File: config.mk
export PLATFORM = sky130hd
export DESIGN_NAME = mips_cpu_fetch
export DESIGN_NICKNAME = d
export VERILOG_FILES = /design/src/rtl/mips_cpu_pkg.sv /design/src/rtl/mips_cpu_next_pc.sv /design/src/rtl/mips_cpu_fetch.sv
export SDC_FILE = /design/constraint.sdc
export NUM_CORES = 1
export LEC_CHECK = 0
export CORE_AREA = 2 2 98 171
export DETAILED_ROUTE_END_ITERATION = 12
export DIE_AREA = 0 0 100 173
export DONT_BUFFER_PORTS = 1
export GPL_TIMING_DRIVEN = 0
export PLACE_DENSITY_LB_ADDON = 0.2
export RECOVER_POWER = 100
export SYNTH_ARGS = -nofsm -noshare
export SYNTH_HDL_FRONTEND = slang
export SYNTH_HIERARCHICAL = 1
export SYNTH_SLANG_ARGS = --single-unit
File: constraint.sdc
create_clock -name clk -period 4.2 [get_ports clk]
set_clock_uncertainty 0.15 [all_clocks]
set_input_delay 0.84 -clock clk [delete_from_list [all_inputs] [get_ports clk]]
set_output_delay 0.84 -clock clk [all_outputs]
set_load 0.02 [all_outputs]
File: src/rtl/mips_cpu_pkg.sv
// Shared definitions for the MIPS CPU front end: pc_sel encoding (also used by
// the decoder), the fetch FSM state type and the default reset/halt addresses.
package mips_cpu_pkg;

    localparam logic [1:0] PC_SEL_SEQ    = 2'b00;
    localparam logic [1:0] PC_SEL_BRANCH = 2'b01;
    localparam logic [1:0] PC_SEL_JUMP   = 2'b10;
    localparam logic [1:0] PC_SEL_REG    = 2'b11;

    localparam logic [31:0] RESET_VECTOR_DEF = 32'hBFC0_0000;
    localparam logic [31:0] HALT_ADDR_DEF    = 32'h0000_0000;

    typedef enum logic [1:0] {
        ST_FETCH = 2'd0,
        ST_WAIT  = 2'd1,
        ST_EXEC  = 2'd2,
        ST_HALT  = 2'd3
    } fetch_state_t;

endpackage

File: src/rtl/mips_cpu_next_pc.sv
// Combinational control-transfer evaluation: decides whether the instruction
// in EXEC transfers control and where to. Only instr[25:0] matters here.
module mips_cpu_next_pc
    import mips_cpu_pkg::*;
(
    input  logic [31:0] i_pc,
    input  logic [25:0] i_instr,
    input  logic [1:0]  i_pc_sel,
    input  logic        i_is_branch,
    input  logic        i_is_true,
    input  logic [31:0] i_reg_target,
    output logic [31:0] o_pc_plus4,
    output logic        o_taken,
    output logic [31:0] o_target
);

    logic [31:0] w_br_target;
    logic [31:0] w_jmp_target;

    // Candidate targets; all arithmetic wraps modulo 2^32
    always_comb begin
        o_pc_plus4   = i_pc + 32'd4;
        w_br_target  = o_pc_plus4 + {{14{i_instr[15]}}, i_instr[15:0], 2'b00};
        w_jmp_target = {o_pc_plus4[31:28], i_instr[25:0], 2'b00};
    end

    // Select target and qualify the transfer; is_branch=0 overrides pc_sel
    always_comb begin
        o_taken  = 1'b0;
        o_target = o_pc_plus4;
        case (i_pc_sel)
            PC_SEL_BRANCH: begin
                o_taken  = i_is_true;
                o_target = w_br_target;
            end
            PC_SEL_JUMP: begin
                o_taken  = 1'b1;
                o_target = w_jmp_target;
            end
            PC_SEL_REG: begin
                o_taken  = 1'b1;
                o_target = i_reg_target;
            end
            default: begin
                o_taken  = 1'b0;
                o_target = o_pc_plus4;
            end
        endcase
        if (!i_is_branch) o_taken = 1'b0;
    end

endmodule

File: src/rtl/mips_cpu_fetch.sv
// Instruction fetch stage: owns the PC, reads instruction memory through an
// Avalon-style read with waitrequest, presents one instruction per EXEC cycle
// and applies taken transfers after one branch delay slot. Jumping to
// HALT_ADDR or to a misaligned address stops the CPU until reset.
module mips_cpu_fetch
    import mips_cpu_pkg::*;
#(
    parameter logic [31:0] RESET_VECTOR = RESET_VECTOR_DEF,
    parameter logic [31:0] HALT_ADDR    = HALT_ADDR_DEF
) (
    input  logic        clk,
    input  logic        reset,
    input  logic        clk_enable,
    output logic [31:0] instr_address,
    output logic        instr_read,
    input  logic        instr_waitrequest,
    input  logic [31:0] instr_readdata,
    output logic [31:0] instr_readdata_out,
    output logic        instr_valid,
    input  logic [1:0]  pc_sel,
    input  logic        is_branch,
    input  logic        is_true,
    input  logic [31:0] reg_target,
    output logic [31:0] pc_out,
    output logic [31:0] link_addr,
    output logic        active,
    output logic        fault
);

    fetch_state_t r_state;
    fetch_state_t w_next_state;

    logic [31:0] r_pc;
    logic [31:0] r_instr;
    logic        r_delay_pending;
    logic [31:0] r_pending_target;
    logic        r_fault;

    logic [31:0] w_pc_plus4;
    logic        w_taken;
    logic [31:0] w_target;
    logic [31:0] w_new_pc;
    logic        w_halt_hit;
    logic        w_misaligned;

    mips_cpu_next_pc u_next_pc (
        .i_pc         (r_pc),
        .i_instr      (r_instr[25:0]),
        .i_pc_sel     (pc_sel),
        .i_is_branch  (is_branch),
        .i_is_true    (is_true),
        .i_reg_target (reg_target),
        .o_pc_plus4   (w_pc_plus4),
        .o_taken      (w_taken),
        .o_target     (w_target)
    );

    // PC loaded at the end of EXEC: a delay slot consumes the pending target,
    // otherwise execution continues sequentially (transfers land one slot later)
    always_comb begin
        w_new_pc     = r_delay_pending ? r_pending_target : w_pc_plus4;
        w_halt_hit   = (w_new_pc == HALT_ADDR);
        w_misaligned = !w_halt_hit && (w_new_pc[1:0] != 2'b00);
    end

    // Next-state logic for the fetch FSM
    always_comb begin
        w_next_state = r_state;
        case (r_state)
            ST_FETCH: w_next_state = ST_WAIT;
            ST_WAIT:  if (!instr_waitrequest) w_next_state = ST_EXEC;
            ST_EXEC:  w_next_state = (w_halt_hit || w_misaligned) ? ST_HALT : ST_FETCH;
            ST_HALT:  w_next_state = ST_HALT;
            default:  w_next_state = ST_HALT;
        endcase
    end

    // State register; clk_enable=0 freezes the FSM
    always_ff @(posedge clk or negedge reset) begin
        if (!reset)          r_state <= ST_FETCH;
        else if (clk_enable) r_state <= w_next_state;
    end

    // Datapath registers: instruction capture, PC update, delay slot tracking
    always_ff @(posedge clk or negedge reset) begin
        if (!reset) begin
            r_pc             <= RESET_VECTOR;
            r_instr          <= 32'd0;
            r_delay_pending  <= 1'b0;
            r_pending_target <= 32'd0;
            r_fault          <= 1'b0;
        end else if (clk_enable) begin
            if (r_state == ST_WAIT && !instr_waitrequest) r_instr <= instr_readdata;
            if (r_state == ST_EXEC) begin
                r_pc <= w_new_pc;
                if (r_delay_pending) begin
                    // transfers issued from a delay slot are ignored
                    r_delay_pending <= 1'b0;
                end else if (w_taken) begin
                    r_pending_target <= w_target;
                    r_delay_pending  <= 1'b1;
                end
                if (w_misaligned) r_fault <= 1'b1;
            end
        end
    end

    // Reset gates the read request directly so an in-flight read drops at once
    assign instr_address      = r_pc;
    assign instr_read         = reset && (r_state == ST_FETCH || r_state == ST_WAIT);
    assign instr_valid        = (r_state == ST_EXEC);
    assign instr_readdata_out = r_instr;
    assign pc_out             = r_pc;
    assign link_addr          = r_pc + 32'd8;
    assign active             = (r_state != ST_HALT);
    assign fault              = r_fault;

endmodule

Word level (Yosys, flattened, before mapping)
Index checks and enable logic that the tools add are counted.
Operators by class
  add/sub/neg operators: 3
  $mul: 0
  div/mod/pow operators: 0
  magnitude comparators: 0
  equal/unequal tests: 8
  shift operators: 0
  mux-type cells: 9
  bitwise logic cells: 1
  reduce and logical (&&, ||, !) cells: 16
Operators with widths (number)
  32-bit case mux with 3 select lines: 1
  32-bit by 3-bit adder with 32-bit output (second input constant): 1
  32-bit adder: 1
  32-bit by 4-bit adder with 32-bit output (second input constant): 1
  32-bit logical NOT: 1
  32-bit 2-to-1 mux: 1
  2-bit == test (second input constant): 4
  2-bit case mux with 4 select lines: 1
  2-bit AND reduction: 3
  2-bit by 1-bit == test with 1-bit output (second input constant): 2
  2-bit 2-to-1 mux: 2
  2-bit != test (second input constant): 2
  4-bit AND reduction: 1
  1-bit logical AND: 3
  1-bit 2-to-1 mux: 3
  3-bit AND reduction: 1
  1-bit logical NOT: 2
  2-bit logical NOT: 1
  1-bit logical OR: 2
  1-bit case mux with 2 select lines: 1
  2-bit nonzero test: 1
  2-bit OR reduction: 1
  1-bit NOT: 1
Storage, ports and cells
  register bits after elaboration: 100
  bits in latches: 0
  memory bits (writable): 0
  memory bits (read-only): 0
  input port bits: 72
  output and inout bits: 132
  word-level logic and storage cells: 43
  memories kept: 0

Longest topological paths before layout
Gate-level depths: netlist (run 1).
  depth in word-level cells: 8
  depth in mapped cells: 18
  mapped depth without buffers: 17

Cells and area by module
The synthesis (run 1) kept the hierarchy.
By module, submodules not included
  mips_cpu_fetch: instances 1, cells an instance 426, area each 4961.0 sq um, seq. area each 2513.7 sq um
  mips_cpu_next_pc: instances 1, cells an instance 361, area each 2902.8 sq um, seq. area each 0.0 sq um

Worst setup path before layout (run 1)
No wires, ideal clock.
  kind: register to register
  start: reg r_pc[5], in the netlist instr_address[5]
  end: reg r_pending_target[24]
  setup time: 0.125 ns
  arrival time: 4.024 ns
  data required time: 3.925 ns
  setup slack: -0.099 ns
  stages on the path, launching flop included: 17
  buffers on the path: 1
  period minus slack after synthesis: 4.299 ns
  cell sequence: dfrtp_1 nand3_1 nor4_4 nand4_1 xnor2_1 ha_1 buf_4 and4_1 nand4_1 a2111oi_2 nand3b_2 a31oi_4 o21a_1 or2_1 xnor2_1 mux4_2 mux2_2
Between the ends
  longest elaborated chain between the ends: 3
Ends and longest elaborated chain
  from (decl): RTL line mips_cpu_fetch.sv:33  | logic [31:0] r_pc;
  from (signal assigned): RTL line mips_cpu_fetch.sv:95  | r_pc <= w_new_pc;
  32-bit by 3-bit adder with 32-bit output: RTL line mips_cpu_next_pc.sv:22  | o_pc_plus4 = i_pc + 32'd4;
  net w_pc_plus4[17]: RTL line mips_cpu_fetch.sv:39  | logic [31:0] w_pc_plus4;
  32-bit adder: RTL line mips_cpu_next_pc.sv:23  | w_br_target = o_pc_plus4 + {{14{i_instr[15]}}, i_instr[15:0], 2'b00};
  32-bit case mux with 3 select lines: RTL line mips_cpu_next_pc.sv:31  | case (i_pc_sel)
  net w_target[24]: RTL line mips_cpu_fetch.sv:41  | logic [31:0] w_target;
  to (signal assigned): RTL line mips_cpu_fetch.sv:100  | r_pending_target <= w_target;
  to (decl): RTL line mips_cpu_fetch.sv:36  | logic [31:0] r_pending_target;
The timed path passes the listed nets, and every way through them passes these cells.
A chain may end at the register's enable or synchronous reset.

Final worst setup path (run 1)
  start: reg r_pc[2], in the netlist instr_address[2]
  end: reg r_pending_target[24]
Same word-level chain as after synthesis.

==> impl_metrics.ini, run 1 <==
[synth]
syn-num-nets = 895
synth_top_cell_by_area = dfrtp_1
syn_area_sq_um = 7860
yosys_warnings = 6
synthArstFlopShare_pct = 100
syn_inst = 787
synth_ff_type = dfrtp_1
ys_types = 71
netlist.area_leader.share_pct = 29.0
syn_avg_cell_area_sq_um = 9.99
synth.most_common_cell = dfrtp_1
synth_seq_cells = 100
synth_edf_count = 0
yosysSeqAreaShare_pct = 32.0
synthTopCellsByArea = dfrtp_1 (29%), mux2_2 (8.6%), mux4_2 (6.6%), xnor2_1 (6.1%), ha_1 (5.6%)
synthTopCellsByCount = dfrtp_1 (91), nand2_1 (76), mux2_2 (60)

[sta]
report.final.slew_viol_count = 0
relSlewSlack_pct = 29.8
finalSetupTns_ns = -2.02
timing.final.crit_share_pct = 109
finalHoldViolations = 0
min_period_ns = 4.58
holdWs_ns = 0.0244
max_freq_mhz = 219
setup_viol = 11
tightest_slew_ns = 1.05
grt_setup_unrepaired = true
setup_ws_ns = -0.376

[die]
die-width_um = 100
core_sq_um = 15900
die_h_um = 173
die_area_sq_um = 17300
num_rows = 61
ios = 204
start_util_pct = 49.5

[cts]
cts_tree = built
root_buffer = clkbuf_16
cts_buffers = 9
htree_levels = 3
clk_pin_slew_ns = 0.08
clock_latency_ns = 0.35
clock-sinks = 100
cts_buffer_depth = 2

[routing]
finalWirelength_um = 25800
drt_iter0_drc = 304
drt_pass1_iterations = 5
num_vias = 6611
avgRoutedWirePerCell_um = 24.7
drtAntennaViolNets = 0
drc = 0
viasPerCell = 6.33

[place]
place_inst = 976
port_buffers = 0
routabilityCongestion = 0.912
hpwl_um = 19100
pre_cts_ws_ns = -0.766

[worst_setup_path]
crit_type = reg -> reg
cp-start-kind = register
critical_path_peak_fanout = 8
arrival_ns = 4.66
end_kind = register
slowest_stage = dfrtp_2
worstPathBufferInverterCount = 1
worstPathRequired_ns = 4.28
cp_top_family = simple AND/OR/NAND/NOR gates
slowest_delay_ns = 0.56
critical_path.cell_chain = ha_4 > nand4_1 > buf_4 > nor3_4 > nand3_2 > xnor2_4 > ha_4 > and4_4 > nand4_1 > a2111oi_2 > nand3b_4 > a31oi_4 > o21a_1 > or2_1 > xnor2_1 > mux4_2 > mux2_4

[cells_and_area]
final_nets = 959
drive_gt1_share_pct = 36.4
fin_cells = 1045
diodes = 0
area_growth_pct = 20.7
fin_util_pct = 59.8

[global_routing]
antenna_found_initial = 0
overflow = 0
grt_usage_pct = 29.1
grt_pass1_wl_um = 38400
grt_max_degree = 102
grt_pass1_vias = 6706

[pwr]
vdd_drop_max_uv = 368
p_leak_nw = 4.10
power.density_nw_per_um2 = 739

[worst_hold_path]
holdCritPathClass = in -> async

[run_status]
outcome = finished with violations
failed_checks = negative setup slack

[job]
maxCapViolations = 0
-- report_power, final --
| group | leakage, nW | switching (mW) | internal [mW] |
|---|---|---|---|
| Combinational | 2.75 | 2.02 | 1.83 |
| Clock | 0.133 | 0.397 | 0.411 |
| Sequential | 1.22 | 0.987 | 1.37 |
| Total | 4.10 | 3.40 | 3.61 |
-- metal layers --
metal,track usage [%],wire length [um]
met5,0,0
met4,15.7,1460
met3,4.20,1170
met1,28.4,8170
met2,56.5,15100
-- repair_timing --
| action | 4_1_cts | 5_1_grt |
|---|---|---|
| gates resized for setup | 70 | 50 |
| endpoints found under the setup margin | 18 | 19 |
| buffers inserted | 36 | 19 |
| pin swaps | 20 | 22 |
| hold buffers | 0 | 0 |
-- area by class of cell --
type,instances,area [sq um]
Timing Repair Buffer,54,395
Sequential cell,100,2530
Clock inverter,7,58.8
Clock buffer,9,225
Multi-Input combinational cell,598,5530
Inverter,20,75.1
Tap cell,189,236
Buffer,68,439
Fill cell,1355,6380
-- logic make-up after synthesis --
logic type	share of synthesized area (%)
compound gates	10.8
flops	32.0
fa+ha+maj	5.82
simple gates	15.8
xor+xnor	8.56
mux	20.6
buf+inv	6.56
-- layout by cell type, fill, tap and decap left out, types with 13 or more instances in the layout --
cell type,n
buf_4,75
dfrtp_1,75
nand2_1,70
mux2_2,55
xnor2_1,39
mux2i_1,38
o21ai_0,35
nand3_1,26
nor2_1,25
nand4_1,23
mux4_2,23
ha_1,22
inv_1,20
a21oi_1,20
a21o_1,20
clkbuf_1,16
dfrtp_2,16
nor4_1,14
xor2_1,14
and3_1,13
ha_4,13
-- sequential cells by signal, indices dropped and copies added (netlist names) --
| name | cells |
|---|---|
| fault | 1 |
| instr_address | 32 |
| instr_readdata_out | 32 |
| r_delay_pending | 1 |
| r_pending_target | 32 |
| r_state | 2 |
-- worst register-to-register path, stage by stage, from the launching register on --
cell	delay (ns)
dfrtp_2	0.56
ha_4	0.19
nand4_1	0.20
buf_4	0.22
nor3_4	0.16
nand3_2	0.15
xnor2_4	0.22
ha_4	0.29
and4_4	0.21
nand4_1	0.17
a2111oi_2	0.27
nand3b_4	0.23
a31oi_4	0.11
o21a_1	0.20
or2_1	0.22
xnor2_1	0.12
mux4_2	0.50
mux2_4	0.28
-- stage by stage --
step | total power [mW] | area (sq um)
2_1_floorplan | 4.67 | 7880
3_3_place_gp | 5.48 | 8110
4_1_cts | 6.77 | 9050
3_5_place_dp | 5.55 | 8110
6_report | 7.01 | 9490
5_1_grt | 7.41 | 9490
-- worst paths after layout --
check | startpoint | to | slack, ns | depth (start not counted)
min reg2reg | r_pending_target[4]$_DFFE_PN0P_ | r_pending_target[4]$_DFFE_PN0P_ | 0.39 | 1
max in group asynchronous | reset | instr_address[25]$_DFFE_PN1P_ | 3.68 | 0
min in group clk | r_pending_target[4]$_DFFE_PN0P_ | r_pending_target[4]$_DFFE_PN0P_ | 0.39 | 1
min | reset | instr_address[30]$_DFFE_PN0P_ | 0.02 | 0
max | instr_address[2]$_DFFE_PN0P_ | r_pending_target[24]$_DFFE_PN0P_ | -0.38 | 17
max reg2reg | instr_address[2]$_DFFE_PN0P_ | r_pending_target[24]$_DFFE_PN0P_ | -0.38 | 17
Note: power is estimated with default switching activity, not from simulation.
==> run 2, diff against run 1 <==
CELL_PAD_IN_SITES_DETAIL_PLACEMENT = 0   (was default)
CELL_PAD_IN_SITES_GLOBAL_PLACEMENT = 1   (was default)
CORE_AREA = 4 4 153 126   (was 2 2 98 171)
DIE_AREA = 0 0 157 130   (was 0 0 100 173)
==> run 2 against run 1 <==
  * The flow still finishes with violations (negative setup slack)
  * Combinational power shrank 5.2%
  * Sequential cell count did not move
  * Count of clock-buffer cells in the layout is 3 higher
  * Cell count up 2.6%
  * Largest power group unchanged
  * Sequential power down 2%
  * Worst setup slack improved by 0.025 ns
  * Sequential share of layout area rose by 0.60 points
  * Register-to-register slack gained 0.02 ns
  * Utilization shrank 7.6 points
  * Critical path depth unchanged
  * Clock power hardly changed
==> impl_metrics.ini, run 2 (synthesis gave the netlist of run 1 again) <==
[global_routing]
grt_max_degree = 102
antenna_found_initial = 5
overflow = 0
grt_pass1_wl_um = 35800
grt_usage_pct = 22.7
grt_pass1_vias = 6288

[cts]
cts_buffer_depth = 2
cts_hold_buf = 0
clock_latency_ns = 0.35
root_buffer = clkbuf_16
cts_tree = built
cts_buffers = 9
clock-sinks = 100
htree_levels = 3
clk_pin_slew_ns = 0.07

[worst_setup_path]
end_kind = register
reg2reg_to = r_pending_target[24]$_DFFE_PN0P_
worstPathRequired_ns = 4.29
rr_startpoint = instr_address[10]$_DFFE_PN0P_
crit_type = reg -> reg
cp-start-kind = register
r2r_setup_slack_ns = -0.35
critical_path_peak_fanout = 7
reg2reg_depth = 17
arrival_ns = 4.64

[sta]
timing.final.crit_share_pct = 108
finalSetupTns_ns = -1.51
max_freq_mhz = 220
setup_viol = 8
tightest_slew_ns = 1.01
holdWs_ns = 0.0266
setup_ws_ns = -0.351
min_period_ns = 4.55
relSlewSlack_pct = 32.9
finalHoldViolations = 0
report.final.slew_viol_count = 0
grt_setup_unrepaired = true

[die]
die-width_um = 157
num_rows = 44
die_h_um = 130
core_sq_um = 17800
die_area_sq_um = 20400
ios = 204
start_util_pct = 44.2

[cells_and_area]
final_common_cell = dfrtp_1
postLayoutCellArea_sq_um = 9280
final_nets = 942
drive_gt1_share_pct = 33.3
final_cell_mix = dfrtp_1 (77), nand2_1 (73), buf_4 (60), mux2_2 (53), xnor2_1 (42)
fill_cells = 1630
area_growth_pct = 18.1

[routing]
drt_iter0_drc = 391
drc = 0
finalWirelength_um = 23900
avgRoutedWirePerCell_um = 22.3
drtAntennaViolNets = 0
viasPerCell = 5.97
num_vias = 6402
drt_pass1_iterations = 5

[place]
hpwl_um = 17700
routabilityCongestion = 0.846
port_buffers = 0
placed_cell_area_sq_um = 8170
pre_cts_ws_ns = -0.741

[pwr]
p_leak_nw = 3.98
vdd_drop_max_uv = 413
finalPower_mw = 6.77
power.density_nw_per_um2 = 730

[run_status]
failed_checks = negative setup slack
outcome = finished with violations

[job]
maxCapViolations = 0

[worst_hold_path]
holdCritPathClass = in -> async
[run 2: worst max path at each step]
stage	start	end	slack, ns	cells past startpoint
6_report	instr_address[10]$_DFFE_PN0P_	r_pending_target[24]$_DFFE_PN0P_	-0.35	17
5_1_grt	instr_address[10]$_DFFE_PN0P_	r_pending_target[24]$_DFFE_PN0P_	-0.49	17
4_1_cts	instr_address[9]$_DFFE_PN0P_	r_pending_target[24]$_DFFE_PN0P_	-0.31	16
3_5_place_dp	instr_address[3]$_DFFE_PN0P_	r_pending_target[24]$_DFFE_PN0P_	-0.74	16
3_3_place_gp	instr_address[3]$_DFFE_PN0P_	r_pending_target[24]$_DFFE_PN0P_	-0.77	16
2_1_floorplan	instr_address[12]$_DFFE_PN0P_	r_pending_target[24]$_DFFE_PN0P_	0.0006	16
[run 2: through the flow]
stage	cells	util (%)
2_1_floorplan	787	-
3_3_place_gp	1017	45.9
3_5_place_dp	1017	45.9
4_1_cts	1053	49.9
5_1_grt	1072	52.2
6_report	1072	52.2
[run 2: layout make-up]
class	instances	area (sq um)	area share, %
plain buffers	68	437	4.70
repair buffers	37	264	2.84
well taps	230	288	3.10
clock inverters	4	35.0	0.377
clock buffers	12	246	2.65
multi-input cells	598	5400	58.1
diodes	3	7.51	0.0809
flip-flops and latches	100	2530	27.3
inverters	20	75.1	0.809
[run 2: critical path, stage by stage, from the launching register on]
cell	delay, ns
dfrtp_2	0.56
nand4_1	0.18
buf_6	0.17
nor4_4	0.21
nand4_1	0.20
xnor2_2	0.23
ha_1	0.33
buf_6	0.12
and4_4	0.22
nand4_1	0.15
a2111oi_2	0.25
nand3b_4	0.22
a31oi_4	0.11
o21a_1	0.20
or2_1	0.22
xnor2_1	0.12
mux4_2	0.50
mux2_4	0.27
[run 2: timing repair]
action                     in CTS  in global routing
setup buffers                  20                 18
resized for setup              48                 54
pin swaps                      11                 31
hold endpoints to repair        0                  0
setup endpoints to repair      16                 18
[run 2: metal layers]
metal | track usage, % | up-vias | share of wire [%]
met1 | 34.2 | 3172 | 49
met5 | 0 | - | 0.092
met4 | 6.12 | 4 | 1.1
li1 | - | 2941 | -
met2 | 33.8 | 261 | 43
met3 | 4.01 | 24 | 6.8
[run 2: where the power goes]
| group | total, mW | switching, mW | internal (mW) |
|---|---|---|---|
| registers | 2.31 | 0.944 | 1.37 |
| logic | 3.65 | 1.92 | 1.73 |
| clock network | 0.808 | 0.385 | 0.424 |
| total | 6.77 | 3.25 | 3.52 |
==> run 3, diff against run 2 <==
==> constraint.sdc (replaced) <==
create_clock -name clk -period 4.2 [get_ports clk]
set_clock_uncertainty 0.15 [all_clocks]
set_input_delay 0.21 -clock clk [delete_from_list [all_inputs] [get_ports clk]]
set_output_delay 0.21 -clock clk [all_outputs]
set_load 0.02 [all_outputs]
==> run 3 against run 2 <==
  * The flow finishes with violations (max-capacitance violations, max-slew violations, negative setup slack)
  * Critical path type unchanged
  * Die area stayed put
  * Sequential power about the same
  * First-iteration DRC count increased by 9.5%
  * Via count up 1.5%
  * Count of clock-buffer cells in the layout unchanged
  * Maximum frequency increased by 0.19%
  * Worst setup slack improved by 0.0088 ns
  * Largest cell class unchanged
  * Clock power is essentially flat
  * Register-to-register slack hardly changed
  * Combinational power increased by 1%
  * Cell count up 3.5%
==> impl_metrics.ini, run 3 (synthesis gave the netlist of run 1 again) <==
[place]
port_buffers = 0
place_inst = 1017
pre_cts_ws_ns = -0.741
hpwl_um = 17700
routabilityCongestion = 0.846

[cts]
cts_buffer_depth = 2
clock_latency_ns = 0.35
htree_levels = 3
clock-sinks = 100
cts_tree = built
cts_buffers = 9
clk_pin_slew_ns = 0.07
root_buffer = clkbuf_16

[pwr]
vdd_drop_max_uv = 401
power.density_nw_per_um2 = 708
p_leak_nw = 4.14

[cells_and_area]
area_growth_pct = 22.8
fin_util_pct = 54.3
fin_cells = 1109
drive_gt1_share_pct = 32.2
final_nets = 979
final_common_cell = dfrtp_1
fill_cells = 1584
final_cell_mix = dfrtp_1 (77), nand2_1 (73), buf_4 (61), mux2_2 (53), xnor2_1 (42)

[worst_setup_path]
crit_type = reg -> reg
cp-start-kind = register
critical_path_peak_fanout = 7
arrival_ns = 4.63
worstPathRequired_ns = 4.29
end_kind = register

[routing]
num_vias = 6498
drc = 0
finalWirelength_um = 24300
viasPerCell = 5.86
drt_iter0_drc = 428
drtAntennaViolNets = 0
drt_pass1_iterations = 5
avgRoutedWirePerCell_um = 21.9

[global_routing]
grt_usage_pct = 23.1
use_met3_pct = 4.05
grt_pass1_wl_um = 36600
grt_max_degree = 101
use_met1_pct = 34.1
antenna_found_initial = 5
grtUsageMet2_pct = 35.3
overflow = 0
grt_pass1_vias = 6478
top_usage_layer = met2

[sta]
finalSetupTns_ns = -1.41
max_freq_mhz = 220
timing.final.crit_share_pct = 108
setup_viol = 8
min_period_ns = 4.54
setup_ws_ns = -0.342
finalHoldViolations = 0
relSlewSlack_pct = -68.4
grt_setup_unrepaired = true
holdWs_ns = 0.0239
report.final.slew_viol_count = 101
tightest_slew_ns = 2.53

[job]
maxCapViolations = 1

[run_status]
failed_checks = max-capacitance violations, max-slew violations, negative setup slack
outcome = finished with violations

[die]
core_sq_um = 17800
ios = 204
start_util_pct = 44.2
num_rows = 44
die-width_um = 157
die_area_sq_um = 20400
die_h_um = 130

[worst_hold_path]
holdCritPathClass = in -> reg
==> run 3: metal layers <==
| metal | share of wire, % | vias to the layer above | wire length (um) |
|---|---|---|---|
| met3 | 6.7 | 26 | 1630 |
| met1 | 48 | 3204 | 11700 |
| met2 | 44 | 248 | 10700 |
| li1 | - | 3016 | - |
| met4 | 1.3 | 4 | 320 |
| met5 | 0.090 | - | 22 |
==> run 3: path summary, 6_finish.rpt <==
path / startpoint / to / slack [ns] / cells after the start
setup / recovery: instr_address[10]$_DFFE_PN0P_ / r_pending_target[24]$_DFFE_PN0P_ / -0.34 / 17
hold / removal: reg_target[0] / r_pending_target[0]$_DFFE_PN0P_ / 0.02 / 3
setup reg to reg: instr_address[10]$_DFFE_PN0P_ / r_pending_target[24]$_DFFE_PN0P_ / -0.34 / 17
hold reg to reg: r_pending_target[3]$_DFFE_PN0P_ / r_pending_target[3]$_DFFE_PN0P_ / 0.39 / 1
max in group asynchronous: reset / instr_address[12]$_DFFE_PN0P_ / 1.04 / 2
min in group asynchronous: reset / instr_readdata_out[7]$_DFFE_PN0P_ / 0.94 / 2
==> run 3: power by group <==
part           total [mW]  switching, mW  internal, mW  leakage [nW]
sequential           2.32          0.952          1.37          1.22
combinational        3.70           1.95          1.75          2.78
clock               0.810          0.386         0.424         0.137
==> run 3: what timing repair did <==
| action | in CTS | in global routing |
|---|---|---|
| hold buffers | 37 | 0 |
| resized for setup | 48 | 54 |
| buffers inserted | 20 | 18 |
| endpoints found under the setup margin | 16 | 18 |
| pin swaps | 11 | 29 |
| hold endpoints to repair | 136 | 0 |
| cloned | 0 | 0 |
==> run 3: layout make-up <==
cell class,instances,area [sq um],share of cell area (%)
multi-input cells,598,5410,56.0
flip-flops and latches,100,2530,26.2
repair buffers,74,629,6.51
plain buffers,68,440,4.56
well taps,230,288,2.98
clock buffers,12,246,2.55
inverters,20,75.1,0.777
clock inverters,4,35.0,0.363
diodes,3,7.51,0.0777
==> run 3: worst max-delay path, stage by stage, from the launching register on <==
cell	delay (ns)
dfrtp_2	0.56
nand4_1	0.18
buf_6	0.17
nor4_4	0.21
nand4_1	0.20
xnor2_2	0.23
ha_1	0.33
buf_6	0.11
and4_4	0.22
nand4_1	0.15
a2111oi_2	0.25
nand3b_4	0.22
a31oi_4	0.11
o21a_1	0.20
or2_1	0.22
xnor2_1	0.12
mux4_2	0.50
mux2_4	0.27
==> run 3: metrics by stage <==
| stage | power [mW] | cell area (sq um) |
|---|---|---|
| floorplan | 4.67 | 7880 |
| global placement | 5.36 | 8170 |
| detailed placement | 5.45 | 8170 |
| CTS | 6.57 | 9260 |
| global route | 7.28 | 9660 |
| finish | 6.84 | 9660 |
